### config.mk
export PLATFORM = sky130hd
export DESIGN_NAME = hazard_ctrl
export DESIGN_NICKNAME = d
export VERILOG_FILES = /design/src/rtl/pipe_ctrl_pkg.sv /design/src/rtl/sat_counter.sv /design/src/rtl/hazard_ctrl.sv
export SDC_FILE = /design/constraint.sdc
export NUM_CORES = 1
export LEC_CHECK = 0
export CAP_MARGIN = 20
export CORE_MARGIN = 3
export CORE_UTILIZATION = 34
export DETAILED_ROUTE_END_ITERATION = 12
export GPL_ROUTABILITY_DRIVEN = 1
export GPL_TIMING_DRIVEN = 0
export MAX_ROUTING_LAYER = met4
export PLACE_DENSITY = 0.71
export SYNTH_ARGS = -nofsm -noshare
export SYNTH_HDL_FRONTEND = slang
export SYNTH_HIERARCHICAL = 1
export SYNTH_SLANG_ARGS = --single-unit
### constraint.sdc
create_clock -name clk -period 2.9 [get_ports clk]
set_input_delay 0.29 -clock clk [delete_from_list [all_inputs] [get_ports clk]]
set_output_delay 0.29 -clock clk [all_outputs]
set_load 0.005 [all_outputs]
### src/rtl/pipe_ctrl_pkg.sv
// Shared types and constants for the pipeline sequencing controllers.
package pipe_ctrl_pkg;

  typedef enum logic [0:0] {
    RUN     = 1'b0,
    MD_BUSY = 1'b1
  } state_e;

  localparam int         MD_LATENCY_DEF = 4;
  localparam logic [4:0] REG_ZERO       = 5'd0;

endpackage

### src/rtl/sat_counter.sv
// Saturating up-counter; shared by the pipeline performance counters.
module sat_counter #(
  parameter int CNT_W = 16
) (
  input  logic             clk,
  input  logic             rst_n,
  input  logic             inc,
  output logic [CNT_W-1:0] count
);

  logic [CNT_W-1:0] count_q, count_d;

  always_comb begin
    count_d = count_q;
    if (inc && (count_q != {CNT_W{1'b1}}))
      count_d = count_q + 1'b1;
  end

  always_ff @(posedge clk or negedge rst_n) begin
    if (!rst_n) count_q <= '0;
    else        count_q <= count_d;
  end

  assign count = count_q;

endmodule

### src/rtl/hazard_ctrl.sv
// Pipeline hazard controller: load-use stall, MUL/DIV EX occupancy, branch flush.
//   state   | meaning
//   RUN     | normal issue; branch/muldiv/load-use resolved combinationally
//   MD_BUSY | MUL/DIV holding EX; md_cnt counts remaining stall cycles
module hazard_ctrl
  import pipe_ctrl_pkg::*;
#(
  parameter int MD_LATENCY = MD_LATENCY_DEF,
  parameter int CNT_W      = 16
) (
  input  logic             clk,
  input  logic             rst_n,
  input  logic [4:0]       IF_ID_Rs,
  input  logic [4:0]       IF_ID_Rt,
  input  logic             IF_ID_UsesRt,
  input  logic [4:0]       ID_EX_Rt,
  input  logic             ID_EX_MemRead,
  input  logic             ID_EX_MulDiv,
  input  logic             BranchTaken,
  output logic             PCWrite,
  output logic             IF_ID_Write,
  output logic             IF_ID_Flush,
  output logic             ID_EX_Write,
  output logic             ID_EX_Flush,
  output logic             EX_MEM_Flush,
  output logic             md_busy,
  output logic             md_done,
  output logic [CNT_W-1:0] stall_count
);

  localparam int MD_W = $clog2(MD_LATENCY);
  localparam logic [MD_W-1:0] MD_LOAD = MD_W'(MD_LATENCY - 2);

  state_e          state_q, state_d;
  logic [MD_W-1:0] md_cnt_q, md_cnt_d;
  logic            load_use;

  assign load_use = ID_EX_MemRead && (ID_EX_Rt != REG_ZERO) &&
                    ((ID_EX_Rt == IF_ID_Rs) || (IF_ID_UsesRt && (ID_EX_Rt == IF_ID_Rt)));

  always_comb begin
    state_d      = state_q;
    md_cnt_d     = md_cnt_q;
    PCWrite      = 1'b1;
    IF_ID_Write  = 1'b1;
    IF_ID_Flush  = 1'b0;
    ID_EX_Write  = 1'b1;
    ID_EX_Flush  = 1'b0;
    EX_MEM_Flush = 1'b0;
    md_busy      = 1'b0;
    md_done      = 1'b0;
    unique case (state_q)
      RUN: begin
        if (BranchTaken) begin
          IF_ID_Flush = 1'b1;
          ID_EX_Flush = 1'b1;
        end else if (ID_EX_MulDiv) begin
          md_busy      = 1'b1;
          PCWrite      = 1'b0;
          IF_ID_Write  = 1'b0;
          ID_EX_Write  = 1'b0;
          EX_MEM_Flush = 1'b1;
          md_cnt_d     = MD_LOAD;
          state_d      = MD_BUSY;
        end else if (load_use) begin
          PCWrite     = 1'b0;
          IF_ID_Write = 1'b0;
          ID_EX_Flush = 1'b1;
        end
      end
      MD_BUSY: begin
        // BranchTaken and ID_EX_MulDiv are deliberately ignored while EX is held
        md_busy = 1'b1;
        if (md_cnt_q != '0) begin
          PCWrite      = 1'b0;
          IF_ID_Write  = 1'b0;
          ID_EX_Write  = 1'b0;
          EX_MEM_Flush = 1'b1;
          md_cnt_d     = md_cnt_q - 1'b1;
        end else begin
          md_done = 1'b1;
          state_d = RUN;
        end
      end
      default: state_d = RUN;
    endcase
  end

  always_ff @(posedge clk or negedge rst_n) begin
    if (!rst_n) begin
      state_q  <= RUN;
      md_cnt_q <= '0;
    end else begin
      state_q  <= state_d;
      md_cnt_q <= md_cnt_d;
    end
  end

  sat_counter #(.CNT_W(CNT_W)) u_stall_cnt (
    .clk   (clk),
    .rst_n (rst_n),
    .inc   (~PCWrite),
    .count (stall_count)
  );

endmodule

==> metrics.md, run 1 <==
| Metric | Value |
|---|---|
| Status | `finished clean` |
| Worst path required time | `2610 ps` |
| Final hold violation count | `0` |
| Yosys warning total | `6` |
| Skew final | `6.30 ps` |
| Final nets | `185` |
| Peak VDD IR | `240 uV` |
| Clk sink count | `19` |
| TritonCTS clock tree | `built` |
| Xor/xnor cell area share of the yosys netlist | `12.4%` |
| Core area | `3200 um2` |
| Post-Synth Adder-Cell Area | `2.09%` |
| Wire per inst | `14.1 um` |
| Sequential-to-total area share from yosys stat | `39.7%` |
| Worst rel slew slack | `44.8%` |
| # rows | `20` |
| Worst flop-to-flop path startpoint | `state_q` |
| Placement-stage cell area | `1690 um2` |
| Final Instance Area | `1740 um2` |
| Unique cell type count in the Yosys netlist | `41` |
| Syn-to-layout area delta | `45.2%` |
| Hold crit path type | `input pin to asynchronous set/reset pin` |
| Detail Route Antenna Nets | `0` |
| Largest net degree at the start of global routing | `20` |
| Postcts setup bufs | `0` |
| Crit. End Element | `output port` |
| Global placer's final weighted congestion | `0.767` |
| Via Count | `1078` |
| Die Span Y | `65.3 um` |
| H-tree depth | `1` |
| CP startpoint | `ID_EX_Rt[1]` |
| Post-DP HPWL | `2290 um` |
| Period minus WS final | `2820 ps` |
| Max FO, Critical Path | `3` |
| Setup violators final | `0` |
| Layout cells sized above 1 | `11.2%` |
| Initial Util | `37.4%` |
| Vias in the first global route | `1078` |
| Post-Syn Nets | `136` |
| Hold WS | `460 ps` |
| Fin. max-slew vios | `0` |
| Clock Tree Buf Depth | `2` |
| CP Launch Type | `input pin` |
| #FFs+latches synth | `19` |
| Crit path DAT | `2530 ps` |
| Post-Syn Instances | `113` |
| Ports | `45` |
| CTS clk-pin slew, worst paths | `110 ps` |
| TritonCTS buffer count | `3` |
| Mux cell area share after synthesis | `1.88%` |
| Via/cell ratio | `5.26` |
| CTS Root Cell | `clkbuf_4` |
| Clk_lat worst skew | `290 ps` |
| First-pass GRT wire length | `4880 um` |
| Critical path class | `input pin to output port` |
| Die Wd | `65.3 um` |
| Max cap viols | `0` |
| Mapped Avg Cell Area | `10.6 um2` |
| Post-Synth Simple-Gate Area | `27.0%` |
| Initial antenna violation count | `0` |
| Final Cycle Share | `97.4%` |
| Worst-Margin Slew | `826 ps` |
| Die area | `4270 um2` |
| Power Dens Cells | `630 nW/um2` |
| Cell Area, Synth | `1200 um2` |
| Cts hold-fix bufs | `0` |
| Share of the synthesized area in the top cell type | `39.7%` |
| Leakage | `0.706 nW` |
| Drt drc | `0` |
| RSZ-0062 raised after global routing | `no` |
| Compound-Gate Fraction of Synth Area | `14.7%` |
| Starting DRT DRC Count | `35` |
| Largest cells by area after synthesis | `dfrtp_1 40%, xor2_1 8.0%, xnor2_1 4.4%` |
| DRT Pass-1 Iters | `4` |
| Final wirelength | `2880 um` |
| I/O Buffers | `44` |
| Post-synth top area cell | `dfrtp_1` |
| Gr usage total | `14.7%` |
| Global route overflow | `0` |
| Largest family of logic cells by synthesized area | `simple AND/OR/NAND/NOR gates` |
| Top achievable clock speed | `0.354 GHz` |
| # diodes | `0` |
==> worst max-delay path, stage by stage <==
cell and delay (ps):
clkdlybuf4s50_1 480, or4_1 550, o21ai_0 410, o41a_1 210, buf_4 110, clkdlybuf4s50_1 480
==> cell usage after synthesis (all sizes together) <==
master	n
dfrtp	19
o211ai	1
o41a	1
o21a	5
mux2	2
a32oi	2
and2	1
and4b	1
o22ai	1
clkbuf	1
o21ai	2
o31ai	1
and4	3
nor2b	1
or3	1
or4	1
xor2	11
nor2	8
o41ai	1
ha	2
and3	2
a21oi	6
a31oi	3
inv	4
xnor2	6
nand4	10
nand2	4
nor4	3
nor3	2
a21o	1
buf	1
nand3	6
==> cells by family after synthesis <==
logic type / Yosys count
xor gates and xnor gates: 17
adders and majority gates: 2
buffers and inverters: 6
muxes: 2
AOI/OAI and AO/OA: 24
and+or+nand+nor: 43
DFF: 19
==> worst paths after layout <==
path | endpoint | slack [ps] | cells past startpoint
min reg2reg | u_stall_cnt/count[15] | 530 | 1
max in group asynchronous | u_stall_cnt/count[10] | 1920 | 1
max reg2reg | u_stall_cnt/count[7] | 560 | 8
max | PCWrite | 80 | 6
min | u_stall_cnt/count[9] | 460 | 1
min in group clk | u_stall_cnt/count[15] | 530 | 1
==> area by class of cell <==
| type | count | area, um2 |
|---|---|---|
| Fill cell | 303 | 1460 |
| Multi-Input combinational cell | 88 | 714 |
| Sequential cell | 19 | 475 |
| Timing Repair Buffer | 44 | 440 |
| Tap cell | 44 | 55.1 |
| Clock buffer | 3 | 22.5 |
| Inverter | 4 | 15.0 |
| Buffer | 2 | 11.3 |
| Clock inverter | 1 | 5.00 |
==> routing by layer <==
layer	vias to the layer above	track usage (%)	wire length, um
li1	523	-	-
met2	45	24.1	1290
met3	2	3.76	227
met1	508	18.3	1360
met4	0	3.11	8
met5	-	-	0
==> registers in the layout (all words and copies together), names as in the netlist <==
signal and cells:
u_stall_cnt/count 16, md_cnt_q 2, state_q 1
==> where the power goes <==
group	internal, mW	switching, mW
clock network	0.0513	0.0783
logic	0.325	0.236
registers	0.328	0.0771
total	0.704	0.391
==> repair_timing <==
action,4_1_cts,5_1_grt
setup endpoints to repair,10,5
gates cloned,0,0
gates resized for setup,1,1
==> per-stage QoR <==
step                utilization, %  setup slack, ps  std cells  total power [mW]  setup TNS (ps)
finish                        54.3             76.5        205              1.10               0
global route                  54.3             3.00        205              1.18               0
CTS                           53.9              165        205              1.09               0
detailed placement            52.9             -524        201             0.951           -5620
global placement              52.9             -441        201             0.936           -4310
floorplan                        -              419        113             0.676               0
==> cells in the final DEF, fill, tap and decap left out, types with 2 or more instances in the layout <==
cell             count
a21oi_1              6
a32oi_1              2
xnor2_1              6
xor2_1              11
ha_1                 2
nor4_4               2
and3_1               2
clkdlybuf4s50_1     44
nand3_1              5
nor2_1               7
nand4_1              8
o21a_1               5
clkbuf_4             3
dfrtp_1             19
o21ai_0              2
nand2_1              4
a31oi_1              3
inv_1                4
Note: power is estimated with default switching activity, not from simulation.
==> run 2: changes to the inputs <==
--- a/config.mk
+++ b/config.mk
@@ -5,7 +5,7 @@
 export SDC_FILE = /design/constraint.sdc
 export NUM_CORES = 1
 export LEC_CHECK = 0
-export CAP_MARGIN = 20
+export CAP_MARGIN = 10
 export CORE_MARGIN = 3
 export CORE_UTILIZATION = 34
 export DETAILED_ROUTE_END_ITERATION = 12
==> constraint.sdc (replaced) <==
create_clock -name clk -period 3.5 [get_ports clk]
set_input_delay 0.35 -clock clk [delete_from_list [all_inputs] [get_ports clk]]
set_output_delay 0.35 -clock clk [all_outputs]
set_load 0.005 [all_outputs]
==> metrics.md, run 2 (synthesized netlist as in run 1, its figures left out) <==
| Metric | Value |
|---|---|
| Status | `finished clean` |
| Switching pwr | `0.317 mW` |
| Starting DRT DRC Count | `38` |
| H-tree depth | `1` |
| Power Dens Cells | `518 nW/um2` |
| Global route overflow | `0` |
| Final Cycle Share | `81.2%` |
| Switch share | `35.5%` |
| Wire per inst | `14.0 um` |
| CTS Root Cell | `clkbuf_4` |
| TritonCTS buffer count | `3` |
| Period minus WS final | `2840 ps` |
| Gr usage total | `14.6%` |
| Commonest non-fill, non-tap cell in the layout | `clkdlybuf4s50_1` |
| Setup TNS | `0 ps` |
| Worst rel slew slack | `44.5%` |
| Clock Tree Buf Depth | `2` |
| TritonCTS clock tree | `built` |
| Via Count | `1077` |
| Max FO, Critical Path | `3` |
| Critical path class | `input pin to output port` |
| DRT Pass-1 Iters | `4` |
| Most frequent cells in the layout | `44 x clkdlybuf4s50_1, 19 x dfrtp_1, 11 x xor2_1` |
| Reg2reg end | `u_stall_cnt/count[7]` |
| Cts hold-fix bufs | `0` |
| Fin. max-slew vios | `0` |
| RSZ-0062 raised after global routing | `no` |
| Vias in the first global route | `1074` |
| Die Wd | `65.3 um` |
| Fillers | `305` |
| Power share of the sequential group | `37.5%` |
| Core area | `3200 um2` |
| Hold crit path type | `input pin to asynchronous set/reset pin` |
| Drt drc | `0` |
| Largest net degree at the start of global routing | `20` |
| I/O Buffers | `44` |
| Clock power share | `12.0%` |
| Worst flop-to-flop path startpoint | `state_q` |
| Setup ws final | `658 ps` |
| Pre-CTS WS | `15.6 ps` |
| Max cap viols | `0` |
| Via/cell ratio | `5.25` |
| Internal reg-to-reg setup slack | `1260 ps` |
| Combinational power share | `50.5%` |
| First-pass GRT wire length | `4860 um` |
| Skew final | `6.68 ps` |
| Peak VDD IR | `198 uV` |
| CTS clk-pin slew, worst paths | `110 ps` |
| Post-DP HPWL | `2290 um` |
| Detail Route Antenna Nets | `0` |
| Initial Util | `37.4%` |
| Worst-Margin Slew | `830 ps` |
| Final nets | `185` |
| Final wirelength | `2870 um` |
| Worst path required time | `3150 ps` |
| Worst r2r path cells | `6` |
| Global placer's final weighted congestion | `0.767` |
| Leakage | `0.699 nW` |
| Initial antenna violation count | `0` |
| Crit path DAT | `2490 ps` |
| Die Span Y | `65.3 um` |
| Ports | `45` |
| Final hold violation count | `0` |
| Crit. End Element | `output port` |
| Syn-to-layout area delta | `44.3%` |
| Top achievable clock speed | `0.352 GHz` |
| Layout cells sized above 1 | `11.2%` |
| Internal power | `0.578 mW` |
| # rows | `20` |
| # diodes | `0` |
| Setup violators final | `0` |
| Max FFs per register | `16` |
| Clk sink count | `19` |
| Clk_lat worst skew | `290 ps` |
| CP Launch Type | `input pin` |
| Die area | `4270 um2` |
==> run 2: changes by cell type in the layout (fill, tap and decap cells not counted) <==
cell,change
o41ai_2,+1
o41ai_4,-1
==> run 2: per-layer routing <==
layer | GRT usage, % | vias to the layer above | share of wire (%)
met1 | 18.3 | 506 | 47
li1 | - | 524 | -
met3 | 3.76 | 2 | 8.0
met2 | 24.0 | 45 | 44
met5 | - | - | 0
met4 | 3.11 | 0 | 0.28
==> run 2: timing repair <==
| action | 4_1_cts | 5_1_grt |
|---|---|---|
| setup buffers | 0 | 0 |
| gates resized for setup | 0 | 1 |
| endpoints found under the setup margin | 0 | 1 |
==> run 2: area by class of cell <==
class / count / area [um2] / area share (%)
tap: 44 / 55.1 / 3.19
timing repair buffer: 44 / 440 / 25.5
multi-input combinational: 88 / 703 / 40.7
sequential: 19 / 475 / 27.5
buffer: 2 / 11.3 / 0.652
inverter: 4 / 15.0 / 0.869
clock buffer: 3 / 22.5 / 1.30
clock inverter: 1 / 5.00 / 0.290
==> run 2: through the flow <==
| step | util (%) | instance area, um2 | std cells | hold slack (ps) | total power, mW |
|---|---|---|---|---|---|
| floorplan | - | 1200 | 113 | 54.4 | 0.560 |
| global placement | 52.9 | 1690 | 201 | 504 | 0.776 |
| detailed placement | 52.9 | 1690 | 201 | 517 | 0.788 |
| CTS | 53.7 | 1720 | 205 | 534 | 0.900 |
| global route | 53.9 | 1730 | 205 | 570 | 0.963 |
| finish | 53.9 | 1730 | 205 | 520 | 0.895 |
==> run 2: worst max-delay path by stage <==
| stage | startpoint | endpoint | slack [ps] | cells past startpoint |
|---|---|---|---|---|
| 2_1_floorplan | ID_EX_Rt[3] | u_stall_cnt/count[14] | 960 | 8 |
| 3_3_place_gp | ID_EX_Rt[3] | u_stall_cnt/count[14] | 100 | 9 |
| 3_5_place_dp | ID_EX_Rt[3] | u_stall_cnt/count[10] | 20 | 9 |
| 4_1_cts | ID_EX_Rt[1] | u_stall_cnt/count[10] | 330 | 9 |
| 5_1_grt | ID_EX_Rt[3] | u_stall_cnt/count[10] | 440 | 9 |
| 6_report | ID_EX_Rt[1] | PCWrite | 660 | 6 |
==> run 2: power groups by stage <==
| stage | sequential, mW | clock (mW) | combinational, mW |
|---|---|---|---|
| 5_1_grt | 0.346 | 0.124 | 0.494 |
| 3_5_place_dp | 0.340 | 0 | 0.448 |
| 6_report | 0.336 | 0.108 | 0.451 |
| 3_3_place_gp | 0.336 | 0 | 0.440 |
| 2_1_floorplan | 0.333 | 0 | 0.227 |
| 4_1_cts | 0.336 | 0.115 | 0.450 |
==> run 2: worst max-delay path, cell delays in order <==
cell             delay, ps
clkdlybuf4s50_1        480
or4_1                  550
o21ai_0                320
o41a_1                 200
buf_4                  110
clkdlybuf4s50_1        480
==> run 3: changes to the inputs <==
--- a/config.mk
+++ b/config.mk
@@ -12,7 +12,7 @@
 export GPL_ROUTABILITY_DRIVEN = 1
 export GPL_TIMING_DRIVEN = 0
 export MAX_ROUTING_LAYER = met4
-export PLACE_DENSITY = 0.71
+export PLACE_DENSITY = 0.74
 export SYNTH_ARGS = -nofsm -noshare
 export SYNTH_HDL_FRONTEND = slang
 export SYNTH_HIERARCHICAL = 1
==> constraint.sdc (replaced) <==
create_clock -name clk -period 2.33 [get_ports clk]
set_input_delay 0.233 -clock clk [delete_from_list [all_inputs] [get_ports clk]]
set_output_delay 0.233 -clock clk [all_outputs]
set_load 0.005 [all_outputs]
==> metrics.md, run 3 (synthesized netlist as in run 1, its figures left out) <==
| Metric | Value |
|---|---|
| Period minus WS final | `2250 ps` |
| Setup TNS | `0 ps` |
| Status | `finished clean` |
| Worst rel slew slack | `43.9%` |
| Die Span Y | `65.3 um` |
| Largest net degree at the start of global routing | `20` |
| CTS clk-pin slew, worst paths | `100 ps` |
| Cts hold-fix bufs | `0` |
| Via/cell ratio | `5.14` |
| Final Instance Area | `1850 um2` |
| TritonCTS clock tree | `built` |
| Clk sink count | `19` |
| Die Wd | `65.3 um` |
| Setup ws final | `84.9 ps` |
| Crit path DAT | `2420 ps` |
| Placement-stage cell area | `1700 um2` |
| Global placer's final weighted congestion | `0.824` |
| Power Dens Cells | `800 nW/um2` |
| Pre-CTS WS | `-680 ps` |
| Max FO, Critical Path | `5` |
| Hold crit path type | `input pin to asynchronous set/reset pin` |
| Global route overflow | `0` |
| Commonest non-fill, non-tap cell in the layout | `clkdlybuf4s50_1` |
| Ports | `45` |
| # diodes | `0` |
| Wire per inst | `14.9 um` |
| CTS Root Cell | `clkbuf_4` |
| Clk_lat worst skew | `290 ps` |
| Max FFs per register | `16` |
| Core area | `3200 um2` |
| TritonCTS buffer count | `3` |
| Final nets | `195` |
| Final Util | `57.9%` |
| Final Cycle Share | `96.4%` |
| Detail Route Antenna Nets | `0` |
| Critical path class | `flip-flop to flip-flop` |
| Gr usage total | `16.6%` |
| Worst-Margin Slew | `839 ps` |
| Vias in the first global route | `1110` |
| Drt drc | `0` |
| Final hold violation count | `0` |
| Fin. max-slew vios | `0` |
| Leakage | `0.836 nW` |
| H-tree depth | `1` |
| # rows | `20` |
| Most frequent cells in the layout | `30 x clkdlybuf4s50_1, 19 x dfrtp_1, 12 x buf_4` |
| Top achievable clock speed | `0.445 GHz` |
| I/O Buffers | `44` |
| DRT Pass-1 Iters | `4` |
| Layout cells sized above 1 | `24.6%` |
| Total power | `1.48 mW` |
| Fillers | `323` |
| Syn-to-layout area delta | `54.8%` |
| Post-DP HPWL | `2330 um` |
| Skew final | `1.44 ps` |
| Setup violators final | `0` |
| Max cap viols | `0` |
| CP Launch Type | `flip-flop` |
| Initial Util | `37.4%` |
| Starting DRT DRC Count | `36` |
| Die area | `4270 um2` |
| Via Count | `1106` |
| Initial antenna violation count | `0` |
| Peak VDD IR | `447 uV` |
| Final wirelength | `3210 um` |
| Worst path required time | `2500 ps` |
| Crit. End Element | `flip-flop` |
| First-pass GRT wire length | `5460 um` |
| Clock Tree Buf Depth | `2` |
[run 3: final cells by class]
class / instances / area (um2) / area share [%]
Inverter: 4 / 15.0 / 0.810
Timing Repair Buffer: 55 / 513 / 27.7
Buffer: 1 / 7.51 / 0.405
Clock buffer: 4 / 26.3 / 1.42
Tap cell: 44 / 55.1 / 2.97
Sequential cell: 19 / 475 / 25.7
Multi-Input combinational cell: 88 / 761 / 41.1
[run 3: repair_timing]
| item | CTS | global route |
|---|---|---|
| pin swaps | 5 | 8 |
| setup endpoints to repair | 17 | 10 |
| gates resized for setup | 13 | 22 |
| buffers inserted | 2 | 9 |
[run 3: metal layers]
layer	wire [um]	vias up	GRT usage [%]
met5	0	-	-
met4	26	0	2.07
met3	112	4	3.76
met2	1690	26	27.9
met1	1380	530	21.0
li1	-	546	-
[run 3: report_power, final]
| part | switching, mW | leakage [nW] | internal (mW) |
|---|---|---|---|
| registers | 0.119 | 0.248 | 0.408 |
| logic | 0.316 | 0.573 | 0.476 |
| clock network | 0.0971 | 0.0150 | 0.0666 |
| total | 0.532 | 0.836 | 0.951 |
[run 3: critical path: stages, from the launching register on]
cell and delay (ps):
dfrtp_1 410, inv_1 60, ha_2 190, nor2b_1 70, a21oi_2 230, o41ai_4 120, buf_4 170, buf_4 130
and3_2 240, and4_2 260, a31oi_1 180, a31oi_1 60
[run 3: final timing paths]
kind / startpoint / end / slack [ps] / depth (start not counted)
setup reg to reg: md_cnt_q[1] / u_stall_cnt/count[7] / 80 / 11
hold reg to reg: md_cnt_q[0] / md_cnt_q[0] / 540 / 1
hold / removal: rst_n / u_stall_cnt/count[8] / 410 / 1
min in group clk: md_cnt_q[0] / md_cnt_q[0] / 540 / 1
max in group asynchronous: rst_n / state_q / 1400 / 1
setup / recovery: md_cnt_q[1] / u_stall_cnt/count[7] / 80 / 11
[run 3: per-stage QoR]
stage	std cells	hold slack (ps)
after global routing	215	469
after floorplan	113	-62.6
final	215	410
after CTS	207	446
after detailed placement	201	526
after global placement	201	511
